--- src/rtl/axi_line_master_if.sv ---
// AXI4 bus between a line master and a memory slave.
// Carries all five channels (AW, W, B, AR, R) for one master/slave pair.
//   modport master : drives AW/W/AR payload and valids, B/R readys
//   modport slave  : drives AW/W/AR readys, B/R payload and valids
// Parameters: DATA_WIDTH (bits per beat), ADDR_WIDTH (byte address), ID_WIDTH.
interface axi_line_master_if #(
  parameter int DATA_WIDTH = 32,
  parameter int ADDR_WIDTH = 16,
  parameter int ID_WIDTH   = 8
);
  localparam int STRB_WIDTH = DATA_WIDTH / 8;

  // write address
  logic [ID_WIDTH-1:0]   awid;
  logic [ADDR_WIDTH-1:0] awaddr;
  logic [7:0]            awlen;
  logic [2:0]            awsize;
  logic [1:0]            awburst;
  logic                  awlock;
  logic [3:0]            awcache;
  logic [2:0]            awprot;
  logic                  awvalid;
  logic                  awready;
  // write data
  logic [DATA_WIDTH-1:0] wdata;
  logic [STRB_WIDTH-1:0] wstrb;
  logic                  wlast;
  logic                  wvalid;
  logic                  wready;
  // write response
  logic [ID_WIDTH-1:0]   bid;
  logic [1:0]            bresp;
  logic                  bvalid;
  logic                  bready;
  // read address
  logic [ID_WIDTH-1:0]   arid;
  logic [ADDR_WIDTH-1:0] araddr;
  logic [7:0]            arlen;
  logic [2:0]            arsize;
  logic [1:0]            arburst;
  logic                  arlock;
  logic [3:0]            arcache;
  logic [2:0]            arprot;
  logic                  arvalid;
  logic                  arready;
  // read data
  logic [ID_WIDTH-1:0]   rid;
  logic [DATA_WIDTH-1:0] rdata;
  logic [1:0]            rresp;
  logic                  rlast;
  logic                  rvalid;
  logic                  rready;

  modport master (
    output awid, awaddr, awlen, awsize, awburst, awlock, awcache, awprot, awvalid,
    input  awready,
    output wdata, wstrb, wlast, wvalid,
    input  wready,
    input  bid, bresp, bvalid,
    output bready,
    output arid, araddr, arlen, arsize, arburst, arlock, arcache, arprot, arvalid,
    input  arready,
    input  rid, rdata, rresp, rlast, rvalid,
    output rready
  );

  modport slave (
    input  awid, awaddr, awlen, awsize, awburst, awlock, awcache, awprot, awvalid,
    output awready,
    input  wdata, wstrb, wlast, wvalid,
    output wready,
    output bid, bresp, bvalid,
    input  bready,
    input  arid, araddr, arlen, arsize, arburst, arlock, arcache, arprot, arvalid,
    output arready,
    output rid, rdata, rresp, rlast, rvalid,
    input  rready
  );
endinterface

--- src/rtl/axi_line_master.sv ---
// Line-granular AXI4 master: turns one cache-line fill or writeback request
// into a single INCR burst of LINE_WORDS beats, one transaction at a time.
// Ports:
//   clk, rst        clock, synchronous active-high reset
//   req_*_i/_o      line request (valid/ready, we, byte addr, writeback line)
//   resp_*_i/_o     completion (valid/ready, we, err, fill line)
//   m_axi           AXI4 master port (AW/W/B/AR/R)
// Line packing: word k occupies bits [k*DATA_WIDTH +: DATA_WIDTH].
//
// state  | meaning
// -------+-------------------------------------------------------------
// IDLE   | ready for a request; latches addr/we/line on accept
// AR     | arvalid high, waiting for arready
// R      | rready high, collecting read beats into the fill line
// AW     | awvalid high, waiting for awready
// W      | wvalid high, streaming writeback words
// B      | bready high, waiting for the write response
// RESP   | resp_valid high until the requester takes it
module axi_line_master #(
  parameter int DATA_WIDTH = 32,
  parameter int ADDR_WIDTH = 16,
  parameter int STRB_WIDTH = DATA_WIDTH / 8,
  parameter int ID_WIDTH   = 8,
  parameter int LINE_WORDS = 4,
  parameter logic [ID_WIDTH-1:0] AXI_ID = '0
) (
  input  logic                             clk,
  input  logic                             rst,
  input  logic                             req_valid_i,
  output logic                             req_ready_o,
  input  logic                             req_we_i,
  input  logic [ADDR_WIDTH-1:0]            req_addr_i,
  input  logic [LINE_WORDS*DATA_WIDTH-1:0] req_wdata_i,
  output logic                             resp_valid_o,
  input  logic                             resp_ready_i,
  output logic                             resp_we_o,
  output logic                             resp_err_o,
  output logic [LINE_WORDS*DATA_WIDTH-1:0] resp_rdata_o,
  axi_line_master_if.master                m_axi
);

  localparam int BEAT_W = $clog2(LINE_WORDS);
  localparam int OFFS_W = $clog2(LINE_WORDS * STRB_WIDTH);
  localparam logic [BEAT_W-1:0]     LAST_BEAT = BEAT_W'(LINE_WORDS - 1);
  localparam logic [ADDR_WIDTH-1:0] OFFS_MASK = ADDR_WIDTH'((1 << OFFS_W) - 1);

  typedef enum logic [2:0] {
    S_IDLE,
    S_AR,
    S_R,
    S_AW,
    S_W,
    S_B,
    S_RESP
  } state_t;

  typedef logic [LINE_WORDS-1:0][DATA_WIDTH-1:0] line_t;

  state_t                state_q, state_d;
  logic [ADDR_WIDTH-1:0] addr_q, addr_d;
  logic                  we_q, we_d;
  logic                  err_q, err_d;
  logic [BEAT_W-1:0]     beat_q, beat_d;
  // Writeback and fill lines are kept apart so a writeback never disturbs
  // the last fill line presented on resp_rdata.
  line_t                 wline_q, wline_d;
  line_t                 rline_q, rline_d;

  logic                  req_ready_q;
  logic                  arvalid_q;
  logic                  rready_q;
  logic                  awvalid_q;
  logic                  wvalid_q;
  logic [DATA_WIDTH-1:0] wdata_q;
  logic                  wlast_q;
  logic                  bready_q;
  logic                  resp_valid_q;

  always_comb begin
    state_d = state_q;
    addr_d  = addr_q;
    we_d    = we_q;
    err_d   = err_q;
    beat_d  = beat_q;
    wline_d = wline_q;
    rline_d = rline_q;

    case (state_q)
      S_IDLE: begin
        if (req_valid_i) begin
          addr_d  = req_addr_i & ~OFFS_MASK;
          we_d    = req_we_i;
          wline_d = req_wdata_i;
          err_d   = 1'b0;
          beat_d  = '0;
          state_d = req_we_i ? S_AW : S_AR;
        end
      end

      S_AR: begin
        if (arvalid_q && m_axi.arready) begin
          beat_d  = '0;
          state_d = S_R;
        end
      end

      S_R: begin
        if (rready_q && m_axi.rvalid) begin
          rline_d[beat_q] = m_axi.rdata;
          if (m_axi.rresp != 2'b00) begin
            err_d = 1'b1;
          end
          if (m_axi.rlast) begin
            // short burst: remaining words keep their previous contents
            if (beat_q != LAST_BEAT) begin
              err_d = 1'b1;
            end
            state_d = S_RESP;
          end else if (beat_q == LAST_BEAT) begin
            // over-long burst: keep overwriting the last word until rlast
            err_d = 1'b1;
          end else begin
            beat_d = beat_q + 1'b1;
          end
        end
      end

      S_AW: begin
        if (awvalid_q && m_axi.awready) begin
          beat_d  = '0;
          state_d = S_W;
        end
      end

      S_W: begin
        if (wvalid_q && m_axi.wready) begin
          if (beat_q == LAST_BEAT) begin
            state_d = S_B;
          end else begin
            beat_d = beat_q + 1'b1;
          end
        end
      end

      S_B: begin
        if (bready_q && m_axi.bvalid) begin
          if (m_axi.bresp != 2'b00) begin
            err_d = 1'b1;
          end
          state_d = S_RESP;
        end
      end

      S_RESP: begin
        if (resp_ready_i) begin
          err_d   = 1'b0;
          state_d = S_IDLE;
        end
      end

      default: begin
        state_d = S_IDLE;
      end
    endcase
  end

  // Handshake outputs are registered from the next state, so they always
  // mirror state_q without any combinational path from the inputs.
  always_ff @(posedge clk) begin
    if (rst) begin
      state_q      <= S_IDLE;
      addr_q       <= '0;
      we_q         <= 1'b0;
      err_q        <= 1'b0;
      beat_q       <= '0;
      wline_q      <= '0;
      rline_q      <= '0;
      req_ready_q  <= 1'b1;
      arvalid_q    <= 1'b0;
      rready_q     <= 1'b0;
      awvalid_q    <= 1'b0;
      wvalid_q     <= 1'b0;
      wdata_q      <= '0;
      wlast_q      <= 1'b0;
      bready_q     <= 1'b0;
      resp_valid_q <= 1'b0;
    end else begin
      state_q      <= state_d;
      addr_q       <= addr_d;
      we_q         <= we_d;
      err_q        <= err_d;
      beat_q       <= beat_d;
      wline_q      <= wline_d;
      rline_q      <= rline_d;
      req_ready_q  <= (state_d == S_IDLE);
      arvalid_q    <= (state_d == S_AR);
      rready_q     <= (state_d == S_R);
      awvalid_q    <= (state_d == S_AW);
      wvalid_q     <= (state_d == S_W);
      // beat_d only moves on a W handshake, so data/last hold under backpressure
      wdata_q      <= wline_d[beat_d];
      wlast_q      <= (beat_d == LAST_BEAT);
      bready_q     <= (state_d == S_B);
      resp_valid_q <= (state_d == S_RESP);
    end
  end

  assign req_ready_o  = req_ready_q;
  assign resp_valid_o = resp_valid_q;
  assign resp_we_o    = we_q;
  assign resp_err_o   = err_q;
  assign resp_rdata_o = rline_q;

  assign m_axi.awid    = AXI_ID;
  assign m_axi.awaddr  = addr_q;
  assign m_axi.awlen   = 8'(LINE_WORDS - 1);
  assign m_axi.awsize  = 3'($clog2(STRB_WIDTH));
  assign m_axi.awburst = 2'b01;
  assign m_axi.awlock  = 1'b0;
  assign m_axi.awcache = 4'b0000;
  assign m_axi.awprot  = 3'b000;
  assign m_axi.awvalid = awvalid_q;

  assign m_axi.wdata   = wdata_q;
  assign m_axi.wstrb   = '1;
  assign m_axi.wlast   = wlast_q;
  assign m_axi.wvalid  = wvalid_q;

  assign m_axi.bready  = bready_q;

  assign m_axi.arid    = AXI_ID;
  assign m_axi.araddr  = addr_q;
  assign m_axi.arlen   = 8'(LINE_WORDS - 1);
  assign m_axi.arsize  = 3'($clog2(STRB_WIDTH));
  assign m_axi.arburst = 2'b01;
  assign m_axi.arlock  = 1'b0;
  assign m_axi.arcache = 4'b0000;
  assign m_axi.arprot  = 3'b000;
  assign m_axi.arvalid = arvalid_q;

  assign m_axi.rready  = rready_q;

  // Response IDs are not checked: only one transaction is ever in flight.
  logic unused_ids;
  assign unused_ids = ^{m_axi.rid, m_axi.bid};

endmodule

--- src/flat_wrapper.sv ---
// flat-port wrapper written by rule: the top's interface ports become plain ports
module axi_line_master_flat 
#(
  parameter int DATA_WIDTH = 32,
  parameter int ADDR_WIDTH = 16,
  parameter int STRB_WIDTH = DATA_WIDTH / 8,
  parameter int ID_WIDTH   = 8,
  parameter int LINE_WORDS = 4,
  parameter logic [ID_WIDTH-1:0] AXI_ID = '0
)
  (clk, rst, req_valid_i, req_ready_o, req_we_i, req_addr_i, req_wdata_i, resp_valid_o, resp_ready_i, resp_we_o, resp_err_o, resp_rdata_o, m_axi_awid, m_axi_awaddr, m_axi_awlen, m_axi_awsize, m_axi_awburst, m_axi_awlock, m_axi_awcache, m_axi_awprot, m_axi_awvalid, m_axi_awready, m_axi_wdata, m_axi_wstrb, m_axi_wlast, m_axi_wvalid, m_axi_wready, m_axi_bid, m_axi_bresp, m_axi_bvalid, m_axi_bready, m_axi_arid, m_axi_araddr, m_axi_arlen, m_axi_arsize, m_axi_arburst, m_axi_arlock, m_axi_arcache, m_axi_arprot, m_axi_arvalid, m_axi_arready, m_axi_rid, m_axi_rdata, m_axi_rresp, m_axi_rlast, m_axi_rvalid, m_axi_rready);
  axi_line_master_if #(.DATA_WIDTH(DATA_WIDTH), .ADDR_WIDTH(ADDR_WIDTH), .ID_WIDTH(ID_WIDTH)) m_axi_i ();
  input  logic clk;
  input  logic rst;
  input  logic req_valid_i;
  output logic req_ready_o;
  input  logic req_we_i;
  input  logic [ADDR_WIDTH-1:0] req_addr_i;
  input  logic [LINE_WORDS*DATA_WIDTH-1:0] req_wdata_i;
  output logic resp_valid_o;
  input  logic resp_ready_i;
  output logic resp_we_o;
  output logic resp_err_o;
  output logic [LINE_WORDS*DATA_WIDTH-1:0] resp_rdata_o;
  output wire logic [$bits(m_axi_i.awid)-1:0] m_axi_awid;
  output wire logic [$bits(m_axi_i.awaddr)-1:0] m_axi_awaddr;
  output wire logic [$bits(m_axi_i.awlen)-1:0] m_axi_awlen;
  output wire logic [$bits(m_axi_i.awsize)-1:0] m_axi_awsize;
  output wire logic [$bits(m_axi_i.awburst)-1:0] m_axi_awburst;
  output wire logic [$bits(m_axi_i.awlock)-1:0] m_axi_awlock;
  output wire logic [$bits(m_axi_i.awcache)-1:0] m_axi_awcache;
  output wire logic [$bits(m_axi_i.awprot)-1:0] m_axi_awprot;
  output wire logic [$bits(m_axi_i.awvalid)-1:0] m_axi_awvalid;
  input wire logic [$bits(m_axi_i.awready)-1:0] m_axi_awready;
  output wire logic [$bits(m_axi_i.wdata)-1:0] m_axi_wdata;
  output wire logic [$bits(m_axi_i.wstrb)-1:0] m_axi_wstrb;
  output wire logic [$bits(m_axi_i.wlast)-1:0] m_axi_wlast;
  output wire logic [$bits(m_axi_i.wvalid)-1:0] m_axi_wvalid;
  input wire logic [$bits(m_axi_i.wready)-1:0] m_axi_wready;
  input wire logic [$bits(m_axi_i.bid)-1:0] m_axi_bid;
  input wire logic [$bits(m_axi_i.bresp)-1:0] m_axi_bresp;
  input wire logic [$bits(m_axi_i.bvalid)-1:0] m_axi_bvalid;
  output wire logic [$bits(m_axi_i.bready)-1:0] m_axi_bready;
  output wire logic [$bits(m_axi_i.arid)-1:0] m_axi_arid;
  output wire logic [$bits(m_axi_i.araddr)-1:0] m_axi_araddr;
  output wire logic [$bits(m_axi_i.arlen)-1:0] m_axi_arlen;
  output wire logic [$bits(m_axi_i.arsize)-1:0] m_axi_arsize;
  output wire logic [$bits(m_axi_i.arburst)-1:0] m_axi_arburst;
  output wire logic [$bits(m_axi_i.arlock)-1:0] m_axi_arlock;
  output wire logic [$bits(m_axi_i.arcache)-1:0] m_axi_arcache;
  output wire logic [$bits(m_axi_i.arprot)-1:0] m_axi_arprot;
  output wire logic [$bits(m_axi_i.arvalid)-1:0] m_axi_arvalid;
  input wire logic [$bits(m_axi_i.arready)-1:0] m_axi_arready;
  input wire logic [$bits(m_axi_i.rid)-1:0] m_axi_rid;
  input wire logic [$bits(m_axi_i.rdata)-1:0] m_axi_rdata;
  input wire logic [$bits(m_axi_i.rresp)-1:0] m_axi_rresp;
  input wire logic [$bits(m_axi_i.rlast)-1:0] m_axi_rlast;
  input wire logic [$bits(m_axi_i.rvalid)-1:0] m_axi_rvalid;
  output wire logic [$bits(m_axi_i.rready)-1:0] m_axi_rready;
  assign m_axi_awid = m_axi_i.awid;
  assign m_axi_awaddr = m_axi_i.awaddr;
  assign m_axi_awlen = m_axi_i.awlen;
  assign m_axi_awsize = m_axi_i.awsize;
  assign m_axi_awburst = m_axi_i.awburst;
  assign m_axi_awlock = m_axi_i.awlock;
  assign m_axi_awcache = m_axi_i.awcache;
  assign m_axi_awprot = m_axi_i.awprot;
  assign m_axi_awvalid = m_axi_i.awvalid;
  assign m_axi_i.awready = m_axi_awready;
  assign m_axi_wdata = m_axi_i.wdata;
  assign m_axi_wstrb = m_axi_i.wstrb;
  assign m_axi_wlast = m_axi_i.wlast;
  assign m_axi_wvalid = m_axi_i.wvalid;
  assign m_axi_i.wready = m_axi_wready;
  assign m_axi_i.bid = m_axi_bid;
  assign m_axi_i.bresp = m_axi_bresp;
  assign m_axi_i.bvalid = m_axi_bvalid;
  assign m_axi_bready = m_axi_i.bready;
  assign m_axi_arid = m_axi_i.arid;
  assign m_axi_araddr = m_axi_i.araddr;
  assign m_axi_arlen = m_axi_i.arlen;
  assign m_axi_arsize = m_axi_i.arsize;
  assign m_axi_arburst = m_axi_i.arburst;
  assign m_axi_arlock = m_axi_i.arlock;
  assign m_axi_arcache = m_axi_i.arcache;
  assign m_axi_arprot = m_axi_i.arprot;
  assign m_axi_arvalid = m_axi_i.arvalid;
  assign m_axi_i.arready = m_axi_arready;
  assign m_axi_i.rid = m_axi_rid;
  assign m_axi_i.rdata = m_axi_rdata;
  assign m_axi_i.rresp = m_axi_rresp;
  assign m_axi_i.rlast = m_axi_rlast;
  assign m_axi_i.rvalid = m_axi_rvalid;
  assign m_axi_rready = m_axi_i.rready;
  axi_line_master #(.DATA_WIDTH(DATA_WIDTH), .ADDR_WIDTH(ADDR_WIDTH), .STRB_WIDTH(STRB_WIDTH), .ID_WIDTH(ID_WIDTH), .LINE_WORDS(LINE_WORDS), .AXI_ID(AXI_ID)) u_core (.clk(clk), .rst(rst), .req_valid_i(req_valid_i), .req_ready_o(req_ready_o), .req_we_i(req_we_i), .req_addr_i(req_addr_i), .req_wdata_i(req_wdata_i), .resp_valid_o(resp_valid_o), .resp_ready_i(resp_ready_i), .resp_we_o(resp_we_o), .resp_err_o(resp_err_o), .resp_rdata_o(resp_rdata_o), .m_axi(m_axi_i));
endmodule
--- config.mk ---
export PLATFORM = sky130hd
export DESIGN_NAME = axi_line_master_flat
export DESIGN_NICKNAME = d
export VERILOG_FILES = /design/src/rtl/axi_line_master_if.sv /design/src/rtl/axi_line_master.sv /design/src/flat_wrapper.sv
export SDC_FILE = /design/constraint.sdc
export NUM_CORES = 1
export LEC_CHECK = 0
export CORE_MARGIN = 1
export CORE_UTILIZATION = 40
export DETAILED_ROUTE_END_ITERATION = 10
export GPL_ROUTABILITY_DRIVEN = 0
export GPL_TIMING_DRIVEN = 0
export PLACE_DENSITY = 0.78
export SYNTH_ARGS = -nofsm -noshare
export SYNTH_HDL_FRONTEND = slang
export SYNTH_SLANG_ARGS = --single-unit
--- constraint.sdc ---
create_clock -name clk -period 2.05 [get_ports clk]
set_input_delay 0.41 -clock clk [delete_from_list [all_inputs] [get_ports clk]]
set_output_delay 0.41 -clock clk [all_outputs]
set_load 0.02 [all_outputs]
==> flow_metrics.tcl <==
set metrics [dict create \
    vias 13800 \
    violations "setup timing" \
    clk_pin_slew_ns 0.06 \
    critical_path.top_delay_family "simple AND/OR/NAND/NOR gates" \
    critical_path_buf_inv_count 3 \
    setup_viol 89 \
    syn_area_per_cell_um2 8.06 \
    postSynthCellCount 1593 \
    wl_met2_mm 23.9 \
    skew_ns 0.0121 \
    portBuffers 379 \
    cts_buffer_depth 3 \
    layout-drive-gt1-share 0.239 \
    top_layer_used "met4" \
    cpPeakStageDelay_ns 0.65 \
    synth_compound_area_frac 0.202 \
    route.met3.wl_mm 3.60 \
    yosys_warnings 0 \
    endpoint_kind "flop" \
    synth_cell_type_count 44 \
    synth.area.top_cells "dfxtp_1 (49%), nand2_1 (16%), a21oi_1 (11%)" \
    ys_seq_area_frac 0.491 \
    rsz0062_at_grt "true" \
    dieWidth_um 181 \
    p_leak_nw 7.79 \
    cp.required_ns 2.42 \
    design.core.area_um2 31600 \
    floorplan.initialDensity 0.407 \
    layout_min_cycle_time_ns 2.17 \
    timing.slew.headroom 0.439 \
    p_per_area_nw_per_um2 752 \
    grt_usage 0.275 \
    pin_count 471 \
    synth_simple_gate_area_share 0.182 \
    status "finished, violations left" \
    antenna_found_initial 3 \
    synth_fa_ha_area_frac 0 \
    nets 2316 \
    yosysTopAreaCell "dfxtp_1" \
    routedWlPerCell_um 20.1 \
    first_pass_iters 5 \
    maxCapViolCount 0 \
    grt_pass1_vias 12400 \
    synth-xor-area-share 0.000682 \
    cts.hold.buffers_added 0 \
    place_ws_ns -1.28 \
    clk_latency_ns 0.50 \
    crit_slowest_cell "or4b_4" \
    crit_chain "buf_6, or4b_4, buf_12, clkbuf_4, nand2_2, a211oi_2, a32oi_1, mux2i_1" \
    power_w 0.0157 \
    synth.top_cell.area_share 0.491 \
    synth_top_family_by_area "compound AO/OA/AOI/OAI gates" \
    cp_max_fo 7 \
    fmax_ghz 0.461 \
    drc 0 \
    dieArea_um2 32800 \
    dp_hpwl_mm 34.9 \
    synthesis.area_um2 12800 \
    ys_seq_elements 315 \
    grt_max_degree 15 \
    vias_per_cell 5.43 \
    hold_violations 0 \
    holdCritPathClass "flop to flop" \
    setup_ws_ns -0.121 \
    startpoint_type "flop" \
    muxShareOfSynthArea 0.0250 \
    wl_met1_mm 20.8 \
    syn_to_final_growth_pct 62.1 \
    reg2reg_slack_ns -0.12 \
    crit_arrival_ns 2.54 \
    grt_overflow_total 0 \
    htreeDepth 2 \
    cts_inserted_buffers 35 \
    antenna_left 0 \
    drtIter0Drc 1013 \
    wl_mm 51.1 \
    tritoncts "built" \
    worstMarginPinSlew_ns 0.842 \
    grt_pass1_wl_mm 70.1 \
    die_height_um 181 \
    cts_root_buf "clkbuf_16" \
    clock_sinks 315 \
    ir_drop_mv 0.521 \
    post-route-period-util 1.06 \
    worst-setup-path-type "flop to flop" \
    placementRows 65 \
    drv_slew 0 \
]
through the flow:
step | instance area [µm²] | utilization | cells | hold WS [ns] | setup TNS (ns)
CTS | 19200 | 0.610 | 2517 | 0.435 | -3.32
global placement | 17400 | 0.551 | 2442 | 0.442 | -179.37
global route | 20800 | 0.659 | 2538 | 0.440 | -15.57
detailed placement | 17400 | 0.551 | 2442 | 0.446 | -181.29
finish | 20800 | 0.659 | 2538 | 0.454 | -6.35
floorplan | 13100 | - | 1661 | 0.440 | 0
Yosys cell counts, drive strengths merged:
library cell / count
or3b: 1
nor4b: 1
and3: 1
nand2: 545
a22oi: 1
o32a: 1
a21o: 1
and4: 1
mux2i: 32
or2: 4
o22ai: 2
nand3b: 4
o211ai: 1
nor3: 9
xnor2: 1
nor2b: 2
o31ai: 1
a32oi: 64
buf: 143
nor2: 9
a221oi: 2
or3: 4
nand2b: 4
a311oi: 1
a211oi: 65
dfxtp: 315
o21a: 1
conb: 2
a32o: 1
or4b: 1
clkbuf: 73
a31oi: 1
or4: 1
a211o: 2
o21ai: 8
inv: 7
a21oi: 277
nand3: 4
worst register-to-register path: stages (launching register included):
cell      delay (ns)
dfxtp_2         0.32
buf_6           0.12
or4b_4          0.65
buf_12          0.20
clkbuf_4        0.17
nand2_2         0.09
a211oi_2        0.07
a32oi_1         0.29
mux2i_1         0.13
power breakdown:
part / leakage, nW / internal [W] / total (W) / switching [W]
clock network: 0.592 / 0.00395 / 0.00654 / 0.00259
registers: 2.57 / 0.00640 / 0.00652 / 0.000120
logic: 4.63 / 0.00113 / 0.00259 / 0.00146
total: 7.79 / 0.0115 / 0.0157 / 0.00417
path summary, 6_finish.rpt:
| check | cells past startpoint | start | to |
|---|---|---|---|
| worst min register to register | 2 | u_core.resp_rdata_o[44] | u_core.resp_rdata_o[44] |
| worst max-delay path | 8 | u_core.state_q[0] | u_core.m_axi.wdata[19] |
| worst max register to register | 8 | u_core.state_q[0] | u_core.m_axi.wdata[19] |
| worst min-delay path | 2 | u_core.resp_rdata_o[44] | u_core.resp_rdata_o[44] |
cells in the final DEF (no fill, tap or decap), types with 36 or more instances in the layout:
cell type and n:
nand2_1 441, clkdlybuf4s50_1 372, dfxtp_1 311, a21oi_1 213, buf_4 120, conb_1 70
nand2_4 64, a21oi_2 62, clkbuf_16 49, a32oi_1 47, nand2_2 40, a211oi_1 39
clkbuf_1 36
repair_timing:
action / CTS / global route
cloned: 4 / 12
resized for setup: 155 / 348
setup endpoints to repair: 256 / 191
pin swaps: 29 / 163
setup buffers: 14 / 7
final cells by class:
class / instances / area (µm²)
Antenna cell: 3 / 7.51
Inverter: 7 / 30.0
Sequential cell: 315 / 6310
Clock buffer: 51 / 1090
Buffer: 212 / 1670
Multi-Input combinational cell: 1123 / 6770
Fill cell: 2421 / 10800
Tap cell: 402 / 503
Timing Repair Buffer: 415 / 4320
Clock inverter: 10 / 116
registers in the layout (all words and copies together), names as in the netlist, 2 cells and up:
register,count
u_core.m_axi.araddr,12
u_core.resp_rdata_o,128
u_core.state_q,3
u_core.beat_q,2
u_core.wline_q,128
u_core.m_axi.wdata,32
metal layers:
layer,vias up,GRT usage
met2,749,0.445
met1,6522,0.356
li1,6320,-
met4,0,0.143
met5,-,0
met3,184,0.0401
cells by family (layout without fill, tap and decap cells):
kind of cell           after synthesis  after routing
other                                2             73
XOR/XNOR                             1              1
AND/OR/NAND/NOR                    591            591
multiplexers                        32             32
flip-flops                         315            315
AO/OA/AOI/OAI                      429            429
buffers and inverters              223            695
Power figures use the tool's default switching activity.
